File: src/rtl/spi_arb_pkg.sv
// spi_arb_pkg: shared states, SPI core control-word layout and register-select constants.
package spi_arb_pkg;
  typedef enum logic [3:0] {IDLE, LOAD, START, POLL, POLL_WAIT, UNLOAD, ABORT, DONE, RELEASE} state_e;
  localparam int CTRL_SEND = 0;
  localparam int CTRL_ALL_ONES = 1;
  localparam int CTRL_ALL_ZEROS = 2;
  localparam int CTRL_TX_LSB = 4;
  localparam int CTRL_RX_LSB = 16;
  localparam logic REG_CTRL = 1'b0;
  localparam logic REG_DATA = 1'b1;
  function automatic logic [31:0] make_ctrl(input logic [9:0] len);
    logic [31:0] c;
    c = '0;
    c[CTRL_SEND] = 1'b1;
    c[CTRL_ALL_ONES] = 1'b0;
    c[CTRL_ALL_ZEROS] = 1'b0;
    c[CTRL_TX_LSB +: 9] = 9'(len - 10'd1);
    c[CTRL_RX_LSB +: 10] = len - 10'd1;
    return c;
  endfunction
endpackage

File: src/rtl/rr_arbiter.sv
// rr_arbiter: combinational round-robin pick of the first request at or after the pointer.
module rr_arbiter #(
  parameter int N = 2,
  parameter int IW = N > 1 ? $clog2(N) : 1
) (
  input  logic [N-1:0]  req_i,
  input  logic [IW-1:0] ptr_i,
  output logic [N-1:0]  gnt_o,
  output logic [IW-1:0] idx_o,
  output logic          any_o
);
  logic [IW-1:0] j;
  always_comb begin
    gnt_o = '0;
    idx_o = '0;
    any_o = 1'b0;
    j = '0;
    for (int i = 0; i < N; i++) begin
      j = IW'((int'(ptr_i) + i) % N);
      if (!any_o && req_i[j]) begin
        any_o = 1'b1;
        gnt_o[j] = 1'b1;
        idx_o = j;
      end
    end
  end
endmodule

File: src/rtl/spi_txn_arbiter.sv
// spi_txn_arbiter: round-robin sharing of the SPI core register port between byte-stream requesters.
module spi_txn_arbiter
  import spi_arb_pkg::*;
#(
  parameter int N_REQ = 2,
  parameter int DEPTH = 16,
  parameter int LEN_W = $clog2(DEPTH) + 1,
  parameter int TIMEOUT = 4096
) (
  input  logic                   clk_i,
  input  logic                   reset_i,
  input  logic [N_REQ-1:0]       req_i,
  input  logic [N_REQ*LEN_W-1:0] len_i,
  input  logic [N_REQ*8-1:0]     tx_byte_i,
  input  logic [N_REQ-1:0]       tx_valid_i,
  output logic [N_REQ-1:0]       tx_ready_o,
  output logic [7:0]             rx_byte_o,
  output logic [N_REQ-1:0]       rx_valid_o,
  output logic [N_REQ-1:0]       done_o,
  output logic [N_REQ-1:0]       err_o,
  output logic                   busy_o,
  output logic                   wr_o,
  output logic                   reg_sel_o,
  output logic [31:0]            addr_o,
  output logic [31:0]            entrada_o,
  input  logic [31:0]            salida_i
);
  localparam int IW = N_REQ > 1 ? $clog2(N_REQ) : 1;
  localparam int CW = $clog2(TIMEOUT + 1);
  localparam logic [LEN_W-1:0] MAX_LEN = LEN_W'(DEPTH);
  state_e state_q, state_d;
  logic [IW-1:0] owner_q, owner_d, rr_q, rr_d, gnt_idx;
  logic [LEN_W-1:0] len_q, len_d, k_q, k_d, req_len, sat_len;
  logic [CW-1:0] cnt_q, cnt_d;
  logic [31:0] addr_q, addr_d;
  logic [N_REQ-1:0] owner_oh, unused_gnt;
  logic gnt_any, timed_out;
  logic [23:0] unused_salida;
  rr_arbiter #(.N(N_REQ), .IW(IW)) u_rr (
    .req_i(req_i),
    .ptr_i(rr_q),
    .gnt_o(unused_gnt),
    .idx_o(gnt_idx),
    .any_o(gnt_any)
  );
  assign req_len = len_i[gnt_idx*LEN_W +: LEN_W];
  assign sat_len = req_len > MAX_LEN ? MAX_LEN : req_len;
  assign owner_oh = N_REQ'(1) << owner_q;
  assign timed_out = cnt_q == CW'(TIMEOUT - 1);
  assign busy_o = state_q != IDLE && state_q != RELEASE;
  assign addr_o = addr_d;
  assign unused_salida = salida_i[31:8];
  always_comb begin
    state_d = state_q;
    owner_d = owner_q;
    rr_d = rr_q;
    len_d = len_q;
    k_d = k_q;
    cnt_d = cnt_q;
    addr_d = addr_q;
    tx_ready_o = '0;
    rx_valid_o = '0;
    rx_byte_o = '0;
    done_o = '0;
    err_o = '0;
    wr_o = 1'b0;
    reg_sel_o = REG_CTRL;
    entrada_o = '0;
    case (state_q)
      IDLE: if (gnt_any) begin
        owner_d = gnt_idx;
        len_d = sat_len;
        k_d = '0;
        state_d = sat_len == '0 ? DONE : LOAD;
      end
      LOAD: begin
        tx_ready_o = owner_oh;
        if (tx_valid_i[owner_q]) begin
          wr_o = 1'b1;
          reg_sel_o = REG_DATA;
          addr_d = 32'(k_q);
          entrada_o = {24'b0, tx_byte_i[owner_q*8 +: 8]};
          k_d = k_q + LEN_W'(1);
          state_d = k_q == len_q - LEN_W'(1) ? START : LOAD;
        end
      end
      START: begin
        wr_o = 1'b1;
        entrada_o = make_ctrl(10'(len_q));
        cnt_d = '0;
        k_d = '0;
        state_d = POLL;
      end
      POLL: begin
        cnt_d = cnt_q + CW'(1);
        state_d = timed_out ? ABORT : POLL_WAIT;
      end
      POLL_WAIT: begin
        cnt_d = cnt_q + CW'(1);
        state_d = !salida_i[CTRL_SEND] ? UNLOAD : timed_out ? ABORT : POLL;
      end
      ABORT: begin
        wr_o = 1'b1;
        err_o = owner_oh;
        state_d = RELEASE;
      end
      // read k is issued while byte k-1, requested last cycle, is delivered
      UNLOAD: begin
        reg_sel_o = k_q != len_q ? REG_DATA : REG_CTRL;
        addr_d = k_q != len_q ? 32'(k_q) : addr_q;
        rx_valid_o = k_q != '0 ? owner_oh : '0;
        rx_byte_o = k_q != '0 ? salida_i[7:0] : '0;
        k_d = k_q + LEN_W'(1);
        state_d = k_q == len_q ? DONE : UNLOAD;
      end
      DONE: begin
        done_o = owner_oh;
        state_d = RELEASE;
      end
      RELEASE: begin
        rr_d = owner_q == IW'(N_REQ - 1) ? '0 : owner_q + IW'(1);
        state_d = IDLE;
      end
      default: state_d = IDLE;
    endcase
  end
  always_ff @(posedge clk_i) begin
    if (!reset_i) begin
      state_q <= IDLE;
      owner_q <= '0;
      rr_q <= '0;
      len_q <= '0;
      k_q <= '0;
      cnt_q <= '0;
      addr_q <= '0;
    end else begin
      state_q <= state_d;
      owner_q <= owner_d;
      rr_q <= rr_d;
      len_q <= len_d;
      k_q <= k_d;
      cnt_q <= cnt_d;
      addr_q <= addr_d;
    end
  end
endmodule

File: config.mk
export PLATFORM = sky130hd
export DESIGN_NAME = spi_txn_arbiter
export DESIGN_NICKNAME = d
export VERILOG_FILES = /design/src/rtl/spi_arb_pkg.sv /design/src/rtl/rr_arbiter.sv /design/src/rtl/spi_txn_arbiter.sv
export SDC_FILE = /design/constraint.sdc
export NUM_CORES = 1
export LEC_CHECK = 0
export ABC_CLOCK_PERIOD_IN_PS = 8400
export BUFFER_PORTS_ARGS = -buffer_cell sky130_fd_sc_hd__buf_2
export CORE_ASPECT_RATIO = 1.75
export CORE_MARGIN = 8
export CORE_UTILIZATION = 52
export DETAILED_ROUTE_END_ITERATION = 8
export PLACE_DENSITY = 0.92
export SETUP_SLACK_MARGIN = 0.15
export SLEW_MARGIN = 20
export SYNTH_ARGS = -nofsm -noshare
export SYNTH_HDL_FRONTEND = slang
export SYNTH_SLANG_ARGS = --single-unit
File: constraint.sdc
create_clock -name clk_i -period 8.4 [get_ports clk_i]
set_input_delay 2.52 -clock clk_i [delete_from_list [all_inputs] [get_ports clk_i]]
set_output_delay 2.52 -clock clk_i [all_outputs]
set_load 0.01 [all_outputs]
==> impl.org <==
** Power
- Maximum vdd drop :: 142.1 uV
- For this design the ratio of total power to cell area is 189.2 mW/mm^2.
- Leakage power of the design :: 2.194 nW

** Logic synthesis
- In the synthesized netlist the async set-or-reset flop fraction comes to 0.
- Summed over all instances, the cell type with the most area after synthesis is sky130_fd_sc_hd__dfxtp_1.
- In this run the cell area of the synthesized design comes to 0.003580 mm^2.
- The number of different library cells used by synthesis comes to 57.
- The cell count after synthesis came out at 440.
- YS warnings :: 0
- The share of synthesized area in the top cell type comes to 0.3411.
- Top cells by area, synth :: sky130_fd_sc_hd__dfxtp_1, sky130_fd_sc_hd__and3_1, sky130_fd_sc_hd__mux2i_1
- In the synthesized netlist the dominant register cell turns out to be sky130_fd_sc_hd__dfxtp_1.
- Synthesis inferred 61 register bits.
- Count of flip-flops with a built-in enable after synthesis :: 0
- Sequential cell area fraction in the yosys report :: 0.3411
- Avg Cell Area, Syn :: 8.136 um^2

** Placement
- Port buffering added 113 buffers.
- Summed over all nets, the half-perimeter wirelength after detailed placement is 7265 um.
- Routability-driven placement finished with a final weighted congestion of 0.9283.

** Global routing
- Global routing finished with a remaining overflow of 0.
- Initial antenna violation count :: 0
- Pin count of the biggest net entering global routing :: 44
- Number of global-route vias before repair :: 3,450
- The first global-routing pass estimated 16,040 um of wire.
- Total routing resource utilization after global routing :: 0.1968

** Floorplanning
- The die is 125.8 um tall.
- I/O pins :: 147
- Num rows :: 40
- Full die area :: 0.009900 mm^2
- Measured along the x axis, the die boundary spans 78.72 um.
- Total core area :: 0.006756 mm^2
- Initial core utilization :: 0.5298

** Clocking
- The clock passes through at most 2 buffers.
- TritonCTS built the clock tree.
- Post-CTS sizing :: 0
- Cts bufs inserted :: 9
- Hold repair after CTS inserted 0 buffers.
- CTS saw 61 sinks.
- Cell at the root of the clock tree :: sky130_fd_sc_hd__clkbuf_16
- # H-tree levels :: 3
- Setup repair bufs after CTS :: 0
- Insertion delay to the later sink of the worst-skew pair :: 330 ps
- After clock tree synthesis, the clock-pin slew on the worst setup and hold paths is 50 ps.

** Critical path
- Buffers and inverters on the worst path :: 4
- The cell family contributing the most delay on the critical path is simple AND/OR/NAND/NOR gates.
- STA puts the critical path data arrival time at 4430 ps.
- Data on the critical path is required at its endpoint by 5880 ps.
- STA classifies the critical path endpoint as an output pin.
- Walking the worst path, the cells encountered are buf_2 -> mux2i_1 -> nand2b_1 -> and2_1 -> buf_4 -> inv_1 -> buf_2.
- STA classifies the critical path startpoint as a primary input.
- The most numerous cell type found on the critical path is sky130_fd_sc_hd__buf_2.
- Stage delay of the slowest cell on the critical path :: 600 ps
- Critical path class :: in -> out
- Worst-path cell with the longest stage delay :: sky130_fd_sc_hd__and2_1
- Largest driver fanout on the critical path :: 22

** Routing
- Detailed-router iteration count before antenna repair :: 8
- In the final routed layout, each cell accounts on average for 16.42 um.
- Count of antenna-violating nets left after detailed routing :: 0
- After the first detailed-routing iteration, the DRC count stood at 298.
- Final wirelength :: 10,020 um
- Residual DRC :: 0
- Vias :: 3,574
- In the routed layout, each cell is associated on average with a via count of 5.859.

** Timing
- Count of final setup violators :: 0
- The count of final max-slew check failures was 0.
- The worst pin sits at a relative slew slack of 0.4374.
- For the final routed database, the setup TNS stands at 0 ps.
- For the pin with the worst max-slew slack, the measured transition is 842.7 ps.
- Static timing analysis puts the maximum clock frequency at 143.9 MHz.
- Worst clock skew :: 4.422 ps
- Hold timing on the final database bottoms out at a slack of 463.4 ps.
- Number of hold violations in the final report :: 0
- Final period utilization :: 0.8271
- Setup repair after global routing left no endpoint under its margin.
- The clock period could shrink to 6948 ps.

** Finish
- In the layout the commonest cells are sky130_fd_sc_hd__buf_2, sky130_fd_sc_hd__dfxtp_1, sky130_fd_sc_hd__and3_1.
- The repair_antennas step left the layout with diodes totalling 0.
- From synthesis to final layout, the design area changed by 20.24%.
- Layout filler cell count :: 536
- Multi-input combinational cell area :: 0.002022 mm^2
- Most common cell after layout, fill and taps aside :: sky130_fd_sc_hd__buf_2
- The final layout contains 590 nets.
- Of the cells placed in the final design, the portion with a size suffix greater than 1 is 0.2662.
- Area taken by flip-flops and latches :: 0.001221 mm^2

** Run
- Max-cap violations in this run came to 0.

** Hold path
- Class of the most critical hold timing path :: reg -> reg

** Run status
- The flow ran to the end, and the final reports show no timing, DRC or antenna violations.
-- final timing paths --
kind	startpoint	end	slack (ps)	cells after the start
worst max-delay path	tx_valid_i[1]	reg_sel_o	1450	7
worst min-delay path	addr_q[0]	addr_q[0]	460	2
worst max register to register	owner_q	addr_q[3]	5500	5
worst min register to register	addr_q[0]	addr_q[0]	460	2
-- synthesized netlist by cell type (all sizes together), types with 2 or more instances --
cell      n
a21o      2
xor2      2
nor4      2
nand3b    5
nand2    19
clkbuf   24
or3       2
o21ai    14
a211oi    2
a311oi    5
a31oi     2
ha        4
nand4     4
nor3     16
o31ai     6
o211ai    4
mux2i    20
mux2      2
and2     14
a21oi    17
nor2     41
or4       6
a22oi     2
nor2b     4
inv      18
o211a     2
and3     56
nand2b    5
nand3    14
o22ai     4
buf      29
dfxtp    61
a2bb2oi   6
xnor2    12
-- sequential cells by signal, indices dropped and copies added, names as in the netlist --
signal	count
addr_q	32
cnt_q	13
k_q	5
len_q	5
state_q	4
owner_q	1
rr_q	1
-- kinds of logic (layout without fill, tap and decap cells) --
group,Yosys count,after routing,share of synthesized area
AO/OA/AOI/OAI,73,73,0.1433
XOR/XNOR,15,15,0.04055
adder cells (fa/ha/maj),4,4,0.01398
buffers and inverters,71,149,0.1024
flip-flops,61,61,0.3411
multiplexers,22,22,0.06222
other,1,9,0.001048
AND/OR/NAND/NOR,193,193,0.2954
-- worst min-delay path, cell delays in order (launching register included) --
cell	delay [ps]
sky130_fd_sc_hd__dfxtp_1	300
sky130_fd_sc_hd__nand2_1	50
sky130_fd_sc_hd__mux2i_1	60
-- power by group --
| part | leakage, nW | switching, W | internal, W | total [W] |
|---|---|---|---|---|
| Combinational | 1.55 | 0.0000867 | 0.0000535 | 0.000140 |
| Sequential | 0.492 | 0.0000132 | 0.000295 | 0.000308 |
| Clock | 0.147 | 0.000124 | 0.000242 | 0.000366 |
-- per-stage QoR --
stage          total power, W  worst slack (ps)    util  cells  cell area [um^2]
4_1_cts             0.0008167              1456  0.6370    610              4304
6_report            0.0008144              1452  0.6370    610              4304
5_1_grt             0.0008448              1294  0.6370    610              4304
3_5_place_dp        0.0004494              1525  0.5926    595              4004
2_1_floorplan       0.0004166              2231       -    448              3610
3_3_place_gp        0.0004447              1578  0.5926    595              4004
-- routing by layer --
layer  vias to the layer above  GRT usage  part of all wire
li1                       1697          -                 -
met1                      1651     0.2039              0.36
met2                       196     0.3490              0.52
met3                        30    0.05698             0.089
met4                         0    0.09221             0.030
met5                         -          0                 0
-- layout make-up --
cell class                      instances  share of cell area
Timing Repair Buffer                  116              0.1366
Clock buffer                           11             0.05872
Inverter                               18             0.01570
Tap cell                               84             0.02442
Clock inverter                          4             0.01105
Sequential cell                        61              0.2837
Multi-Input combinational cell        316              0.4698
Note: power is estimated with default switching activity, not from simulation.
